--- src/rtl/rfblackwidow_ptw_pkg.sv ---
// Shared address/TLB-entry types plus the page-table walker state set and PTE size.
// rfBlackWidowMmuPkg carries the walker additions; rfBlackWidowPkg holds the base address type.
package rfBlackWidowPkg;
  typedef logic [31:0] Address;
endpackage

package rfBlackWidowMmuPkg;
  import rfBlackWidowPkg::*;

  localparam int PTE_BYTES = 32;

  // Low 128 bits arrive on the first read beat, high 128 bits on the second.
  typedef struct packed {
    Address      pmtadr;
    Address      adr;
    logic [63:0] rsvd;
    logic [63:0] ppn;
    logic [31:0] vpn;
    logic [7:0]  asid;
    logic        v;
    logic        g;
    logic [21:0] flags;
  } TLBE;

  typedef enum logic [2:0] {
    IDLE, RD0, RD1, CHECK, WRITE, FAULT, HOLD
  } ptw_state_e;
endpackage

--- src/rtl/rfblackwidow_ptw.sv ---
// TLB miss handler: fetches a two-beat PTE, validates it and refills a round-robin TLB way.
// Define RFBW_PTW_ADR_FILL_EN to stamp the PTE fetch addresses into the written entry.
module rfblackwidow_ptw
  import rfBlackWidowPkg::*;
  import rfBlackWidowMmuPkg::*;
#(
  parameter int         AWID  = 32,
  parameter int         ASSOC = 5,
  parameter logic [7:0] TMO   = 8'd255
)(
  input  logic              clk_i,
  input  logic              rst_i,
  input  logic              miss_i,
  input  logic [AWID-1:0]   miss_adr_i,
  input  logic [7:0]        asid_i,
  input  logic [AWID-1:0]   ptbr_i,
  output logic              m_cyc_o,
  input  logic              m_ack_i,
  output logic [AWID-1:0]   m_adr_o,
  input  logic [127:0]      m_dat_i,
  input  logic              tlb_rdy_i,
  output logic              wrtlb_o,
  output logic [15:0]       tlbadr_o,
  output TLBE               tlbdat_o,
  output logic              fault_o,
  output logic [AWID-1:0]   fault_adr_o,
  output logic              busy_o
);

  localparam logic [2:0] WAY_LAST = 3'(ASSOC - 2);

  ptw_state_e      state_q, state_d;
  logic [AWID-1:0] va_q, va_d;
  logic [AWID-1:0] mAdr_q, mAdr_d;
  logic [AWID-1:0] pteAdr_q, pteAdr_d;
  logic [AWID-1:0] faultAdr_q, faultAdr_d;
  logic            mCyc_q, mCyc_d;
  logic [7:0]      tmo_q, tmo_d;
  logic [1:0]      hold_q, hold_d;
  logic [2:0]      way_q, way_d;
  logic            wrtlb_q, wrtlb_d;
  logic            fault_q, fault_d;
  logic [15:0]     tlbAdr_q, tlbAdr_d;
  TLBE             tlbe_q, tlbe_d;
  logic [7:0]      tmoInc;
  logic [AWID-1:0] rowOff;

  assign tmoInc = tmo_q + 8'd1;
  assign rowOff = AWID'({miss_adr_i[31:16], 5'b0});

  always_ff @(posedge clk_i or posedge rst_i) begin
    if (rst_i) begin
      state_q    <= IDLE;
      va_q       <= '0;
      mAdr_q     <= '0;
      pteAdr_q   <= '0;
      faultAdr_q <= '0;
      mCyc_q     <= 1'b0;
      tmo_q      <= '0;
      hold_q     <= '0;
      way_q      <= '0;
      wrtlb_q    <= 1'b0;
      fault_q    <= 1'b0;
      tlbAdr_q   <= '0;
      tlbe_q     <= '0;
    end else begin
      state_q    <= state_d;
      va_q       <= va_d;
      mAdr_q     <= mAdr_d;
      pteAdr_q   <= pteAdr_d;
      faultAdr_q <= faultAdr_d;
      mCyc_q     <= mCyc_d;
      tmo_q      <= tmo_d;
      hold_q     <= hold_d;
      way_q      <= way_d;
      wrtlb_q    <= wrtlb_d;
      fault_q    <= fault_d;
      tlbAdr_q   <= tlbAdr_d;
      tlbe_q     <= tlbe_d;
    end
  end

  always_comb begin
    state_d    = state_q;
    va_d       = va_q;
    mAdr_d     = mAdr_q;
    pteAdr_d   = pteAdr_q;
    faultAdr_d = faultAdr_q;
    mCyc_d     = mCyc_q;
    tmo_d      = tmo_q;
    hold_d     = hold_q;
    way_d      = way_q;
    wrtlb_d    = 1'b0;
    fault_d    = 1'b0;
    tlbAdr_d   = tlbAdr_q;
    tlbe_d     = tlbe_q;

    case (state_q)
      IDLE: begin
        if (miss_i) begin
          va_d     = miss_adr_i;
          mAdr_d   = ptbr_i + rowOff;
          pteAdr_d = ptbr_i + rowOff;
          mCyc_d   = 1'b1;
          tmo_d    = '0;
          state_d  = RD0;
        end
      end
      RD0: begin
        if (m_ack_i) begin
          tlbe_d[127:0] = m_dat_i;
          mCyc_d        = 1'b0;
          state_d       = RD1;
        end else if (tmoInc == TMO) begin
          mCyc_d  = 1'b0;
          state_d = FAULT;
        end else begin
          tmo_d = tmoInc;
        end
      end
      // The first RD1 cycle is the mandatory idle gap between beats.
      RD1: begin
        if (!mCyc_q) begin
          mCyc_d = 1'b1;
          mAdr_d = pteAdr_q + AWID'(PTE_BYTES / 2);
          tmo_d  = '0;
        end else if (m_ack_i) begin
          tlbe_d[255:128] = m_dat_i;
          mCyc_d          = 1'b0;
          state_d         = CHECK;
        end else if (tmoInc == TMO) begin
          mCyc_d  = 1'b0;
          state_d = FAULT;
        end else begin
          tmo_d = tmoInc;
        end
      end
      CHECK: begin
        if (!tlbe_q.v || (!tlbe_q.g && (tlbe_q.asid != asid_i)))
          state_d = FAULT;
        else
          state_d = WRITE;
      end
      WRITE: begin
        if (tlb_rdy_i) begin
          wrtlb_d  = 1'b1;
          tlbAdr_d = {1'b0, va_q[25:16], 2'b00, way_q};
`ifdef RFBW_PTW_ADR_FILL_EN
          tlbe_d.adr    = Address'(pteAdr_q);
          tlbe_d.pmtadr = Address'(mAdr_q);
`endif
          way_d    = (way_q == WAY_LAST) ? 3'd0 : way_q + 3'd1;
          hold_d   = '0;
          state_d  = HOLD;
        end
      end
      FAULT: begin
        fault_d    = 1'b1;
        faultAdr_d = va_q;
        hold_d     = '0;
        state_d    = HOLD;
      end
      HOLD: begin
        if (hold_q == 2'd3)
          state_d = IDLE;
        else
          hold_d = hold_q + 2'd1;
      end
      default: state_d = IDLE;
    endcase
  end

  assign m_cyc_o     = mCyc_q;
  assign m_adr_o     = mAdr_q;
  assign wrtlb_o     = wrtlb_q;
  assign tlbadr_o    = tlbAdr_q;
  assign tlbdat_o    = tlbe_q;
  assign fault_o     = fault_q;
  assign fault_adr_o = faultAdr_q;
  assign busy_o      = (state_q != IDLE);

endmodule

--- config.mk ---
export PLATFORM = sky130hd
export DESIGN_NAME = rfblackwidow_ptw
export DESIGN_NICKNAME = d
export VERILOG_FILES = /design/src/rtl/rfblackwidow_ptw_pkg.sv /design/src/rtl/rfblackwidow_ptw.sv
export SDC_FILE = /design/constraint.sdc
export NUM_CORES = 1
export LEC_CHECK = 0
export CORE_UTILIZATION = 35
export CTS_CLUSTER_SIZE = 40
export DETAILED_ROUTE_END_ITERATION = 16
export PLACE_DENSITY_LB_ADDON = 0.25
export SKIP_LAST_GASP = 1
export SYNTH_ARGS = -nofsm -noshare
export SYNTH_HDL_FRONTEND = slang
export SYNTH_SLANG_ARGS = --single-unit
--- constraint.sdc ---
create_clock -name clk_i -period 33.5 [get_ports clk_i]
set_input_delay 8.375 -clock clk_i [delete_from_list [all_inputs] [get_ports clk_i]]
set_output_delay 8.375 -clock clk_i [all_outputs]
set_load 0.02 [all_outputs]
Word level (Yosys, flattened, before mapping)

Index checks and enable logic that the tools add are counted.
W data, S select, Z words.

Add/sub/neg operators: 5
Equal/unequal tests: 17
Mux-type cells: 31
Reduce and logical (&&, ||, !) cells: 18

Operators with widths:

| kind                    | count |
|---|---|
| $mux W32                | 2 |
| $pmux W32 S2            | 1 |
| $add A32 B21 Y32        | 1 |
| $add A32 B5 Y32 const B | 1 |
| $mux W8                 | 4 |
| $mux W3                 | 8 |
| $pmux W8 S3             | 1 |
| $pmux W3 S7             | 1 |
| $ne A2 B2 Y1 const B    | 6 |
| $reduce_and A3 Y1       | 4 |
| $mux W1                 | 10 |
| $eq A3 B2 Y1 const B    | 3 |
| $eq A3 B3 Y1 const B    | 3 |
| $reduce_bool A3 Y1      | 3 |
| $add A8 B1 Y8 const B   | 1 |
| $eq A8 B8 Y1 const B    | 1 |
| $ne A8 B8 Y1            | 1 |
| $reduce_and A2 Y1       | 4 |
| $pmux W2 S3             | 1 |
| $mux W2                 | 2 |
| $reduce_and A4 Y1       | 1 |
| $add A3 B1 Y3 const B   | 1 |
| $eq A3 B1 Y1 const B    | 1 |
| $logic_not A3 Y1        | 1 |
| 8 further kinds         | 9 |

Register bits after elaboration: 416
Bits of input ports: 205
Output and inout bits: 340
Logic and storage cells: 92

Depth between registers and ports, before layout

Gate-level depths: netlist of run 1.

Depth in word-level cells: 6
Mapped depth: 9

Worst setup path after synthesis of run 1

Ideal clock, no wire load.

Path kind: input to register
Start point: in miss_adr_i[16]
End point: reg mAdr_q[25] (netlist: m_adr_o[25])
Setup time: 104 ps
Arrival time: 10,245 ps
Required time: 33,396 ps
Slack: 23,151 ps
Cell stages on the path: 9
Path buffers: 0
Path through: ha_1 > fa_1 > a211oi_1 > o21ai_1 > a31oi_2 > o31a_4 > nor2_2 > xnor2_1 > a221oi_1

Word-level cells in the longest chain between the ends: 3

RTL lines:

| item                 | RTL line                | text |
|---|---|---|
| from (decl)          | rfblackwidow_ptw.sv:14  | `input logic [AWID-1:0] miss_adr_i,` |
| $add A32 B21 Y32     | rfblackwidow_ptw.sv:102 | `mAdr_d = ptbr_i + rowOff;` |
| $mux W32             | rfblackwidow_ptw.sv:100 | `if (miss_i) begin` |
| $pmux W32 S2         | rfblackwidow_ptw.sv:98  | `case (state_q)` |
| to (signal assigned) | rfblackwidow_ptw.sv:69  | `mAdr_q <= mAdr_d;` |
| to (decl)            | rfblackwidow_ptw.sv:34  | `logic [AWID-1:0] mAdr_q, mAdr_d;` |

Every way passes these cells. The select of a mux whose other input is x is not followed.
A chain may end at the register's enable or synchronous reset.

Worst setup path in the final report of run 1

Start point: in m_ack_i
End point: reg tlbe_q, in the netlist tlbdat_o[66]

Word-level cells in the longest chain between the ends: 1

RTL lines:

| item                        | RTL line               | text |
|---|---|---|
| from (decl)                 | rfblackwidow_ptw.sv:18 | `input logic m_ack_i,` |
| $reduce_and A2 Y1 (no line) | n/a                    |  |
| to (signal assigned)        | rfblackwidow_ptw.sv:79 | `tlbe_q <= tlbe_d;` |
| to (decl)                   | rfblackwidow_ptw.sv:44 | `TLBE tlbe_q, tlbe_d;` |

Every way passes these cells.

==> results.toml, run 1 <==
[status]
outcome = "finished, final reports clean"

[clock_network]
cts.path.max_buffers = 3
clock_sinks = 416
cts_tree = "done"
clk_transition_reported_paths_ns = 0.06
clk-insertion-delay-late_ns = 0.57
ctsHoldBuffers = 0
root_buffer = "clkbuf_16"
clock_tree.htree_level_count = 2
post_cts_resized = 0
post_cts_buffers = 0
numCtsBuffers = 47

[global_routing]
first_global_vias = 13000
antenna_found_initial = 10
global_route.overflow_total = 0
grt_max_degree = 163
gr-usage-all-layers_pct = 21.2
grt_pass1_wl_um = 81100

[final_layout]
area_growth_pct = 43.1
fin_cells = 2635
post_route_cells_drive_above_1_share_pct = 20.6
finalNetCount = 2156
fin_util_pct = 51.1
final_design_area_no_fill_mm2 = 0.0252

[route]
dr.first_iter.drc_count = 780
postRouteAntennaNets = 0
drc = 0
vias = 12800
detail_route.first_pass.iterations = 5
wl_per_cell_um = 21.0
viasPerCell = 4.86
drt-total-wl_um = 55400

[sta]
tightestPinTransition_ns = 1.04
fin_crit_ns = 10.97
finalCritPeriodShare_pct = 32.7
rsz0062_at_grt = "false"
final_max_slew_viol_count = 0
finalSetupTns_ns = 0
max_freq_ghz = 0.0912
max-slew-margin-rel_pct = 30.5
hold-worst-slack_ns = 0.469
finalSetupViolCount = 0
setup_slack_ns = 22.53
final_hold_viol_count = 0
skew_ns = 0.0114

[placed_design]
place.port_buffers = 541
dpl_worst_slack_ns = 21.96
dp_hpwl_um = 41200
place.gp.congestion = 0.877
placement.cell_area_mm2 = 0.0237
placed_cells_incl_taps = 2544

[power_and_ir_drop]
power.leakage_nw = 10.7
powerDensity_mw_per_mm2 = 103
total_power_mw = 2.60
vdd.ir_drop.worst_mv = 0.0392

[yosys]
mean_cell_area_of_the_mapped_netlist_um2 = 12.6
synth_cell_types = 64
synth.largest_area_cell = "dfrtp_1"
ys_ff_latch = 416
postSynth.topFlopCell = "dfrtp_1"
synth_top_area_share_pct = 59.1
post_syn_area_mm2 = 0.0176
yosysWarnings = 0
ys_seq_area_share_pct = 59.1
netlist_top_cells_area = "dfrtp_1 59%, mux2_2 19%, nand2_1 4.8%, xnor2_1 1.9%, ha_1 1.5%"
synth_edf_count = 0
post-synth-top-count-cell = "dfrtp_1"
syn_inst = 1393
synth_async_reset_ratio_pct = 100
synth.top_cells.by_count = "416 x dfrtp_1, 303 x mux2_2, 224 x nand2_1"

[floorplan]
die_width_um = 226
die_area_mm2 = 0.0512
io_pins = 545
floorplan.die.height_um = 226
core_area_mm2 = 0.0493
placement_row_count = 81
start_util_pct = 35.7

[setup_path]
critPathCaptureType = "flip-flop"
criticalPathCategory = "in -> reg"
crit_path_max_fanout = 71
worst-endpoint-required_ns = 33.94
cp.arrival_ns = 11.41
setup.worst_path.start_class = "input pin"

[worst_hold_path]
worstHoldPathType = "reg -> reg"

[run]
max_cap_violations = 0
==> worst max-delay path: stages <==
cell and delay [ns]:
clkdlybuf4s50_1 0.60, inv_1 0.15, nor3b_2 0.19, buf_4 0.66
buf_4 0.87, mux2_2 0.42
==> path summary, 6_finish.rpt <==
kind / endpoint / start / slack, ns / cells after the start
worst max-delay path: tlbdat_o[66] / m_ack_i / 22.53 / 6
worst min-delay path: m_adr_o[8] / m_adr_o[8] / 0.47 / 2
worst max register to register: tlbdat_o[252] / state_q[1] / 29.89 / 6
worst min register to register: m_adr_o[8] / m_adr_o[8] / 0.47 / 2
max in group asynchronous: tlbdat_o[4] / rst_i / 22.98 / 4
min in group asynchronous: tlbdat_o[70] / rst_i / 8.42 / 2
==> logic make-up after synthesis <==
logic type      share of synthesized area (%)
other cells                            0.0213
mux                                      19.5
flops                                    59.1
xor+xnor                                 3.09
fa+ha+maj                                1.61
simple gates                             8.93
buf+inv                                  2.05
compound gates                           5.65
==> sequential cells by signal (all words and copies together) (netlist names), 8 cells and up <==
register,count
fault_adr_o,32
m_adr_o,32
pteAdr_q,32
tlbadr_o,13
tlbdat_o,256
tmo_q,8
va_q,32
==> metal layers <==
layer	global-route usage, %	vias up	share of wire (%)
li1	-	5905	-
met3	6.30	96	7.7
met2	36.5	418	50
met4	8.52	4	3.6
met5	0	-	0.054
met1	24.4	6370	38
==> power breakdown <==
part           leakage [nW]  switching, mW  internal [mW]  total, mW
logic                  4.91          0.608          0.590       1.20
clock network         0.732          0.204          0.298      0.501
registers              5.09          0.151          0.745      0.896
==> area by class of cell <==
cell class                 instances  area (µm²)
clock buffer                      73        1380
multi-input combinational        898        6860
fill                            4342       24100
clock inverter                    10         106
inverter                          12        52.6
tap                              664         831
sequential                       416       10400
timing repair buffer             554        5530
antenna                            8        20.0
==> cells in the final DEF, fill, tap and decap left out, types with 15 or more instances in the layout <==
master           count
nor2_1              48
ha_1                21
xnor2_1             38
clkbuf_16           47
a21oi_1             30
nand2_1            223
nand3_1             20
dfrtp_1            416
o21ai_0             41
clkbuf_1            15
clkdlybuf4s50_1    541
xor2_1              24
mux2_2             303
Note: power is estimated with default switching activity, not from simulation.
==> run 2, diff against run 1 <==
==> constraint.sdc (replaced) <==
create_clock -name clk_i -period 9.5 [get_ports clk_i]
set_input_delay 2.375 -clock clk_i [delete_from_list [all_inputs] [get_ports clk_i]]
set_output_delay 2.375 -clock clk_i [all_outputs]
set_load 0.02 [all_outputs]
==> run 2 against run 1 <==
Net effect:
- sequential power grew to 3.5 times the previous value
- clock-buffer cell count decreased by 1
- sequential share of layout area down 0.11 points
- via count fell by 0.14%
- die area unchanged
- clock power rose to 3.7 times the previous value
- critical path depth unchanged
- worst setup slack worse by 18 ns
- first-iteration DRC count is 11% lower
- utilization grew 0.13 points
- wire length rose by 0.96%
- largest power group unchanged
- highest routed layer unchanged
==> results.toml, run 2 (synthesized netlist as in run 1, its figures left out) <==
[status]
outcome = "finished, final reports clean"

[final_layout]
largest_reg_flops = 256
finalNetCount = 2156
mostFrequentLayoutCell = "clkdlybuf4s50_1"
most-common-layout-cells = "541 x clkdlybuf4s50_1, 416 x dfrtp_1, 303 x mux2_2, 223 x nand2_1, 50 x clkbuf_16"
area_growth_pct = 43.5
post_route_cells_drive_above_1_share_pct = 20.9
final_design_area_no_fill_mm2 = 0.0253

[placed_design]
place.gp.congestion = 0.857
dp_hpwl_um = 41900
placement.cell_area_mm2 = 0.0237
place.port_buffers = 541

[route]
viasPerCell = 4.85
detail_route.first_pass.iterations = 5
wl_per_cell_um = 21.2
drc = 0
postRouteAntennaNets = 0
vias = 12800
drt-total-wl_um = 55900
dr.first_iter.drc_count = 693

[power_and_ir_drop]
powerDensity_mw_per_mm2 = 365
power.leakage_nw = 10.8
vdd.ir_drop.worst_mv = 0.137

[clock_network]
clock_sinks = 416
clk-insertion-delay-late_ns = 0.58
ctsHoldBuffers = 0
clk_transition_reported_paths_ns = 0.06
root_buffer = "clkbuf_16"
post_cts_buffers = 0
cts_tree = "done"
numCtsBuffers = 48
clock_tree.htree_level_count = 2
post_cts_resized = 0
cts.path.max_buffers = 3

[floorplan]
die_width_um = 226
io_pins = 545
core_area_mm2 = 0.0493
placement_row_count = 81
floorplan.die.height_um = 226
die_area_mm2 = 0.0512
start_util_pct = 35.7

[setup_path]
setup.worst_path.start_class = "input pin"
worst-endpoint-required_ns = 9.94
critPathCaptureType = "flip-flop"
cp.arrival_ns = 5.38
crit_path_max_fanout = 67
criticalPathCategory = "in -> reg"

[sta]
fin_crit_ns = 4.94
final_hold_viol_count = 0
max_freq_ghz = 0.202
finalSetupTns_ns = 0
max-slew-margin-rel_pct = 14.5
finalCritPeriodShare_pct = 52.0
skew_ns = 0.0170
tightestPinTransition_ns = 1.28
finalSetupViolCount = 0
rsz0062_at_grt = "false"
final_max_slew_viol_count = 0

[global_routing]
grt_max_degree = 163
gr-usage-all-layers_pct = 21.6
first_global_vias = 13200
global_route.overflow_total = 0
grt_pass1_wl_um = 82700
antenna_found_initial = 8

[run]
max_cap_violations = 0

[worst_hold_path]
worstHoldPathType = "reg -> reg"
[run 2: critical path, cell delays in order]
cell	delay [ns]
clkdlybuf4s50_1	0.62
inv_1	0.16
nor3b_2	0.20
buf_4	0.68
buf_4	0.87
mux2_2	0.42
[run 2: layout make-up]
type,count,area [µm²]
diodes,5,12.5
clock buffers,72,1430
clock inverters,14,140
fillers,4422,24000
inverters,12,48.8
multi-input cells,898,6860
flip-flops and latches,416,10400
well taps,664,831
repair buffers,553,5520
[run 2: worst paths after layout]
kind | startpoint | end | slack [ns] | cells past startpoint
worst max register to register | state_q[1] | tlbdat_o[184] | 5.20 | 5
worst min-delay path | va_q[10] | va_q[10] | 0.47 | 2
min in group asynchronous | rst_i | va_q[13] | 2.34 | 2
max in group asynchronous | rst_i | m_adr_o[30] | 5.66 | 3
worst max-delay path | m_ack_i | tlbdat_o[64] | 4.56 | 6
worst min register to register | va_q[10] | va_q[10] | 0.47 | 2
[run 2: where the power goes]
group / switching, mW / leakage, nW / internal [mW] / total (mW)
Clock: 0.733 / 0.773 / 1.09 / 1.83
Sequential: 0.532 / 5.09 / 2.63 / 3.16
Combinational: 2.15 / 4.90 / 2.08 / 4.23
[run 2: metal layers]
metal / track usage, % / part of all wire (%) / vias up
li1: - / - / 5931
met1: 25.1 / 38 / 6321
met2: 37.4 / 50 / 426
met3: 6.28 / 7.6 / 91
met4: 8.30 / 3.4 / 6
met5: 0 / 0.073 / -
[run 2: per-stage QoR]
step	hold WS, ns	instances	util (%)	setup WS (ns)	power [mW]
5_1_grt	0.491	2631	51.3	4.35	9.71
4_1_cts	0.473	2629	51.3	4.54	9.34
3_5_place_dp	0.459	2543	48.1	3.94	7.47
6_report	0.469	2634	51.3	4.56	9.22
2_1_floorplan	0.442	1395	-	1.52	5.31
3_3_place_gp	0.454	2543	48.1	3.98	7.38
